==> src/rtl/board_controller.sv <==
// board_controller: holds the 4x4 Connect-4 board, alternates turns and
// decides win/draw. Each new position from the column calculator becomes
// one move event that is either committed or refused.
//
// Move event protocol: column_position is sampled every cycle. A move event
// is a sample that holds a cell index (anything other than 5'b11111) and
// directly follows a 5'b11111 sample. Holding a value, or changing from one
// index to another, raises no further event. Each event is answered by
// exactly one single-cycle pulse, either move_accepted or move_rejected,
// and never by both.
module board_controller (
    input  logic        clk,
    input  logic        reset,
    input  logic [4:0]  column_position,
    output logic [31:0] board,
    output logic        current_player,
    output logic        move_accepted,
    output logic        move_rejected,
    output logic [4:0]  move_count,
    output logic [1:0]  winner,
    output logic        draw,
    output logic        game_over,
    output logic [1:0]  fsm_state
);

    typedef enum logic [1:0] {
        IDLE  = 2'd0,
        CHECK = 2'd1,
        OVER  = 2'd2
    } state_t;

    localparam logic [4:0] NO_MOVE = 5'b11111;

    state_t      state;
    logic [4:0]  pos_q;
    logic [4:0]  pos_d;
    logic        move_event;
    logic [1:0]  target_cell;
    logic [1:0]  player_code;
    logic [15:0] owned;
    logic        line_done;

    // Two-stage input history used to find no-move -> position transitions.
    always_ff @(posedge clk or posedge reset) begin
        if (reset) begin
            pos_q <= NO_MOVE;
            pos_d <= NO_MOVE;
        end else begin
            pos_q <= column_position;
            pos_d <= pos_q;
        end
    end

    // Event decode, target-cell lookup and line detection for the player to move.
    always_comb begin
        move_event  = (pos_q != NO_MOVE) && (pos_d == NO_MOVE);
        target_cell = board[{pos_q[3:0], 1'b0} +: 2];
        player_code = {current_player, ~current_player};
        owned       = '0;
        for (int i = 0; i < 16; i++) begin
            owned[i] = (board[2*i +: 2] == player_code);
        end
        // Rows, columns, then the two diagonals {0,5,10,15} and {3,6,9,12}.
        line_done = (&owned[3:0]) | (&owned[7:4]) | (&owned[11:8]) | (&owned[15:12])
                  | (owned[0] & owned[4] & owned[8]  & owned[12])
                  | (owned[1] & owned[5] & owned[9]  & owned[13])
                  | (owned[2] & owned[6] & owned[10] & owned[14])
                  | (owned[3] & owned[7] & owned[11] & owned[15])
                  | (owned[0] & owned[5] & owned[10] & owned[15])
                  | (owned[3] & owned[6] & owned[9]  & owned[12]);
    end

    // Game FSM: commit or refuse moves, then judge the board one cycle later.
    always_ff @(posedge clk or posedge reset) begin
        if (reset) begin
            state          <= IDLE;
            board          <= '0;
            current_player <= 1'b0;
            move_accepted  <= 1'b0;
            move_rejected  <= 1'b0;
            move_count     <= '0;
            winner         <= 2'b00;
            draw           <= 1'b0;
            game_over      <= 1'b0;
        end else begin
            move_accepted <= 1'b0;
            move_rejected <= 1'b0;
            case (state)
                IDLE: begin
                    if (move_event) begin
                        if (pos_q[4] || (target_cell != 2'b00)) begin
                            move_rejected <= 1'b1;
                        end else begin
                            board[{pos_q[3:0], 1'b0} +: 2] <= player_code;
                            move_count    <= move_count + 5'd1;
                            move_accepted <= 1'b1;
                            state         <= CHECK;
                        end
                    end
                end
                CHECK: begin
                    // The board already holds the new piece; current_player
                    // still names the player who placed it.
                    if (move_event) begin
                        move_rejected <= 1'b1;
                    end
                    if (line_done) begin
                        winner    <= player_code;
                        game_over <= 1'b1;
                        state     <= OVER;
                    end else if (move_count == 5'd16) begin
                        draw      <= 1'b1;
                        game_over <= 1'b1;
                        state     <= OVER;
                    end else begin
                        current_player <= ~current_player;
                        state          <= IDLE;
                    end
                end
                OVER: begin
                    if (move_event) begin
                        move_rejected <= 1'b1;
                    end
                end
                default: begin
                    state <= IDLE;
                end
            endcase
        end
    end

    assign fsm_state = state;

endmodule

==> config.mk <==
export PLATFORM = sky130hd
export DESIGN_NAME = board_controller
export DESIGN_NICKNAME = d
export VERILOG_FILES = /design/src/rtl/board_controller.sv
export SDC_FILE = /design/constraint.sdc
export NUM_CORES = 1
export LEC_CHECK = 0
export ABC_CLOCK_PERIOD_IN_PS = 2300
export CORE_UTILIZATION = 32
export DETAILED_ROUTE_END_ITERATION = 12
export PLACE_DENSITY = 0.58
export SYNTH_ARGS = -nofsm -noshare
export SYNTH_HDL_FRONTEND = slang
export SYNTH_SLANG_ARGS = --single-unit
==> constraint.sdc <==
create_clock -name clk -period 2.3 [get_ports clk]
set_input_delay 0.46 -clock clk [delete_from_list [all_inputs] [get_ports clk]]
set_output_delay 0.46 -clock clk [all_outputs]
set_load 0.005 [all_outputs]
* Word-level counts from Yosys, hierarchy flattened
Cells that the tools add are included.
** Operators by class
- Add/sub/neg operators :: 2
- Equal/unequal tests :: 23
- Shift-type cells :: 3
- Multiplexer cells :: 15
- Bitwise gates (word level) :: 32
- Reductions and logical operators :: 16
** Operators by type and width (count)
- $bwmux 32 :: 1
- $eq 2x2->1 :: 16
- $shift 2x7->32 const A :: 1
- $shiftx 2x7->32 :: 1
- $shiftx 32x6->2 :: 1
- $and 1x1->1 :: 18
- $reduce_and 4->1 :: 4
- $reduce_and 3->1 :: 4
- $eq 5x5->1 const B :: 2
- $or 1x1->1 :: 9
- $mux 1 :: 8
- $mux 2 :: 4
- $neg 5->7 :: 1
- $pmux 2 s3 :: 1
- $add 5x1->5 const B :: 1
- $ne 5x5->1 const B :: 1
- $not 1->1 :: 5
- $ne 2x2->1 const B :: 2
- $reduce_and 2->1 :: 2
- $reduce_bool 2->1 :: 2
- $eq 2x1->1 const B :: 1
- $eq 2x2->1 const B :: 1
- $logic_not 2->1 :: 1
- $pmux 1 s2 :: 1
- 3 further kinds :: 3
** Storage, ports and cells
- Register bits :: 56
- Logic and storage cells :: 102

* Logic depth before layout (Yosys ltp)
- Depth after elaboration :: 14
- Mapped depth :: 8
- Gate-level depth less buffers :: 7

* Least setup slack after synthesis
No wires, ideal clock.
- Path type :: flip-flop to flip-flop
- From :: register pos_q[2]
- To :: register board[12]
- Arrival time :: 2.473 ns
- Path slack :: -0.301 ns
- Stages on the path, launching flop included :: 9
- Period minus slack after synthesis :: 2.601 ns
- Cell sequence :: dfstp_2 -> buf_6 -> inv_4 -> or4_1 -> a41o_1 -> nor4_4 -> buf_6 -> and3_1 -> mux2_1
** Between the ends
- Word-level cells in the longest chain between the ends :: 5
- Elaborated cells on any way between the ends :: 11
- Those cells by class :: 1 x add/sub; 1 x eq/ne; 3 x shift; 1 x mux; 1 x bitwise; 4 x reduce/logical
** RTL lines
- start, declared :: line 35 : logic [4:0] pos_q;
- start signal, assigned :: line 49 : pos_q <= column_position;
- $shiftx 32x6->2 :: line 57 : target_cell = board[{pos_q[3:0], 1'b0} +: 2];
- $reduce_bool 2->1 :: line 91 : if (pos_q[4] || (target_cell != 2'b00)) begin
- $logic_or 1x1->1 :: line 91
- $not 1->1 (no source line)
- $reduce_and 3->1 (no source line)
- end signal, assigned by index :: line 94 : board[{pos_q[3:0], 1'b0} +: 2] <= player_code;
- end, declared :: line 15 : output logic [31:0] board,
Several ways; a longest one is shown, not always the timed one.
A chain may end at the register's enable or synchronous reset.

* Worst setup path in the final report
- From :: register pos_q[1]
- To :: register board[28]
Same word-level chain as after synthesis.

==> key figures <==
Drt
  – Total wire length: between 8000 and 9000 µm
  – 1st-iter DRT viols: 157
  – Vias after detailed routing: between 2000 and 3000
  – Vias/cell: 5.13
  – DRC violations left: 0
  – Pre-Repair DR Iteration Count: 4
  – Routed len/inst: 17.0 µm
  – Post-DRT Antenna Nets: 0

Clock tree
  – Inserted Clock Buffers: 5
  – Clock-pin slew on the worst setup and hold paths: ~0.10 ns
  – # H-tree levels: 2
  – Clock latency on the worst-skew pair: between 0.3 and 0.4 ns
  – CTS tree: built
  – Clock tree sinks: 56
  – Hold_buf cts: 0
  – Clock tree buffer depth: 2
  – Root Buffer: clkbuf_8

Finish
  – Fin area: 4630 µm²
  – Final net count: approximately 420
  – Antenna diodes: 0
  – Layout Cells excl Fill: ~530
  – Layout Area Growth over Synthesis: 46.3%
  – Layout Utilization: 49.2%
  – Layout cells sized above 1: 35.4%

Run
  – Max-cap violations: 0

Synthesis
  – Mapped Cells: between 200 and 300
  – Post-synth EDFFs: 0
  – Cell taking the most area after synthesis: dfrtp_1
  – Mapped Avg Cell Area: approximately 11 µm²
  – Top-area cell type share of the netlist area: between 30% and 40%
  – Distinct cells, synth: 50
  – Async S/R FF share, synth: 100%
  – Syn Nets: ~300
  – Cell Area, Synth: 3160 µm²
  – Post-synthesis sequential area ratio: 44.7%
  – Warnings from Yosys: 0
  – Largest cells by area after synthesis: dfrtp_1 (36%), mux2_1 (11%), dfstp_2 (8.3%)
  – Post-synth top cells: dfrtp_1 (46), mux2_1 (30), nand2b_1 (18)
  – Predominant post-synthesis flop cell: dfrtp_1
  – Synthesized flop and latch total: 56
  – Most numerous cell in the Yosys netlist: dfrtp_1

Worst setup path
  – CP Launch Type: flop
  – CP max FO: 7
  – Crit-path slowest cell: dfstp_2
  – CP max stage delay: 0.62 ns
  – CP Capture Type: flop
  – Critical path cell sequence: nor4bb_4 -> nor4_2 -> a22o_1 -> nor4_4 -> buf_4 -> and4_4 -> mux2_4
  – Worst reg2reg path depth: 7
  – Crit. path cell count: 7
  – CP arrival: ~2.6 ns
  – Required @ worst endpoint: roughly 2.5 ns
  – CP top delay family: simple AND/OR/NAND/NOR gates
  – Reg-to-Reg End: board[28]
  – Reg-to-reg slack, setup: -0.11 ns
  – CP bufs+invs: 1
  – Reg2reg start: pos_q[1]
  – Critical setup path kind: reg -> reg

STA
  – Unrepaired setup endpoints after global routing: true
  – Setup TNS Final: -1.29 ns
  – Worst slew margin: 62.1%
  – Final Cycle Share: 105%
  – Slew @ Worst Pin: about 0.56 ns
  – Fmax: 415 MHz
  – Final Hold Viols: 0
  – Hold WS: around 0.39 ns
  – Final Skew: about 0.008 ns
  – Final min period: between 2 and 2.5 ns
  – Final setup margin: -0.111 ns
  – Setup violators final: 20
  – Pins Over Slew Limit: 0

Min path
  – Hold EP: pos_d[4]
  – Worst hold path startpoint: pos_q[4]
  – Hold depth: 0
  – Min-Delay Path Class: reg -> reg

GRT
  – Initial antenna violation count: 0
  – All-Layer GR Usage: 18.5%
  – First-pass GRT wire length: between 10000 and 15000 µm
  – Largest net degree at the start of global routing: 57
  – Via count of the first global-routing pass: roughly 2600
  – GRT overflow: 0

Floorplan
  – Std cell rows: 35
  – Die X: between 100 and 150 µm
  – Die area: about 10000 µm²
  – Total core area: approximately 9400 µm²
  – I/O Pins: 53
  – Initial core utilization: 33.6%
  – Die Span Y: approximately 100 µm

Power and ir drop
  – Overall power: 2.34 mW
  – Leakage: ~2 nW
  – Power Dens Cells: 505 nW/µm²
  – Peak supply drop: approximately 0.00027 V

Placed design
  – GPL Wtd Cong: just under 0.9
  – Pre-CTS setup slack: -0.220 ns
  – # port buffers: between 50 and 60
  – Area after DPL: between 4000 and 5000 µm²
  – Post-Place Cells: ~500
  – DPL Wire Length: about 6800 µm

Status
  – Status: finished, violations left
  – Failing checks: setup timing
[per-layer routing]
metal	global-route usage, %	part of all wire (%)
met3	3.31	5.0
met1	26.8	48
met5	0	0
met4	3.90	0.93
met2	29.0	46
[worst max path at each step]
stage,startpoint,slack [ns],end
2_1_floorplan,pos_q[2],-0.02,board[12]
3_3_place_gp,pos_q[1],-0.07,board[31]
3_5_place_dp,pos_q[1],-0.22,board[31]
4_1_cts,pos_q[0],-0.10,board[5]
5_1_grt,pos_q[1],-0.19,board[28]
6_report,pos_q[1],-0.11,board[28]
[final cells by class]
type / instances / area (µm²)
Fill cell: 875 / 4790
Clock inverter: 3 / 27.5
Multi-Input combinational cell: 206 / 1850
Inverter: 11 / 43.8
Timing Repair Buffer: 117 / 1070
Sequential cell: 56 / 1410
Tap cell: 129 / 161
Clock buffer: 5 / 68.8
[cells in the final DEF, fill, tap and decap left out, drive strengths merged, types with 2 or more instances in the layout]
cell type / n
a21oi: 2
a22oi: 4
a41o: 2
and3: 4
and4: 2
buf: 65
clkbuf: 5
clkdlybuf4s50: 52
dfrtp: 46
dfstp: 10
ha: 11
inv: 12
mux2: 33
nand2: 7
nand2b: 18
nand3: 7
nand3b: 7
nand4: 8
nor2: 14
nor2b: 2
nor3: 14
nor3b: 5
nor4: 9
nor4b: 2
nor4bb: 3
o21ai: 6
o21bai: 2
o22ai: 12
o32ai: 7
or3b: 7
xnor2: 6
[worst register-to-register path: cells and delay by family (launching register included)]
| family | cells | cell delay, ns |
|---|---|---|
| AO/OA/AOI/OAI | 1 | 0.25 |
| buffers and inverters | 1 | 0.22 |
| flip-flops | 1 | 0.62 |
| multiplexers | 1 | 0.30 |
| AND/OR/NAND/NOR | 4 | 0.92 |
[cell families (layout without fill, tap and decap cells)]
logic type | Yosys count | after routing | share of synthesized area (%)
and+or+nand+nor | 114 | 114 | 23.8
DFF | 56 | 56 | 44.7
AOI/OAI and AO/OA | 39 | 39 | 8.66
muxes | 35 | 35 | 12.8
buffers and inverters | 23 | 136 | 3.60
adders and majority gates | 11 | 11 | 4.35
xor gates and xnor gates | 7 | 7 | 2.17
[report_power, final]
group / internal, mW / switching, mW
logic: 0.327 / 0.346
registers: 1.04 / 0.0499
clock network: 0.225 / 0.353
[flip-flops by register name, indices dropped and copies added, names as in the netlist]
name and count:
current_player 1, board 32, game_over 1, draw 1, move_count 5, winner 2
move_accepted 1, move_rejected 1, pos_d 5, fsm_state 2, pos_q 5
[repair_timing]
item,4_1_cts,5_1_grt
setup buffers,8,4
endpoints found under the hold margin,0,0
setup endpoints to repair,37,40
pin swaps,3,8
gates resized for setup,31,16
(Power assumes the default switching activity.)
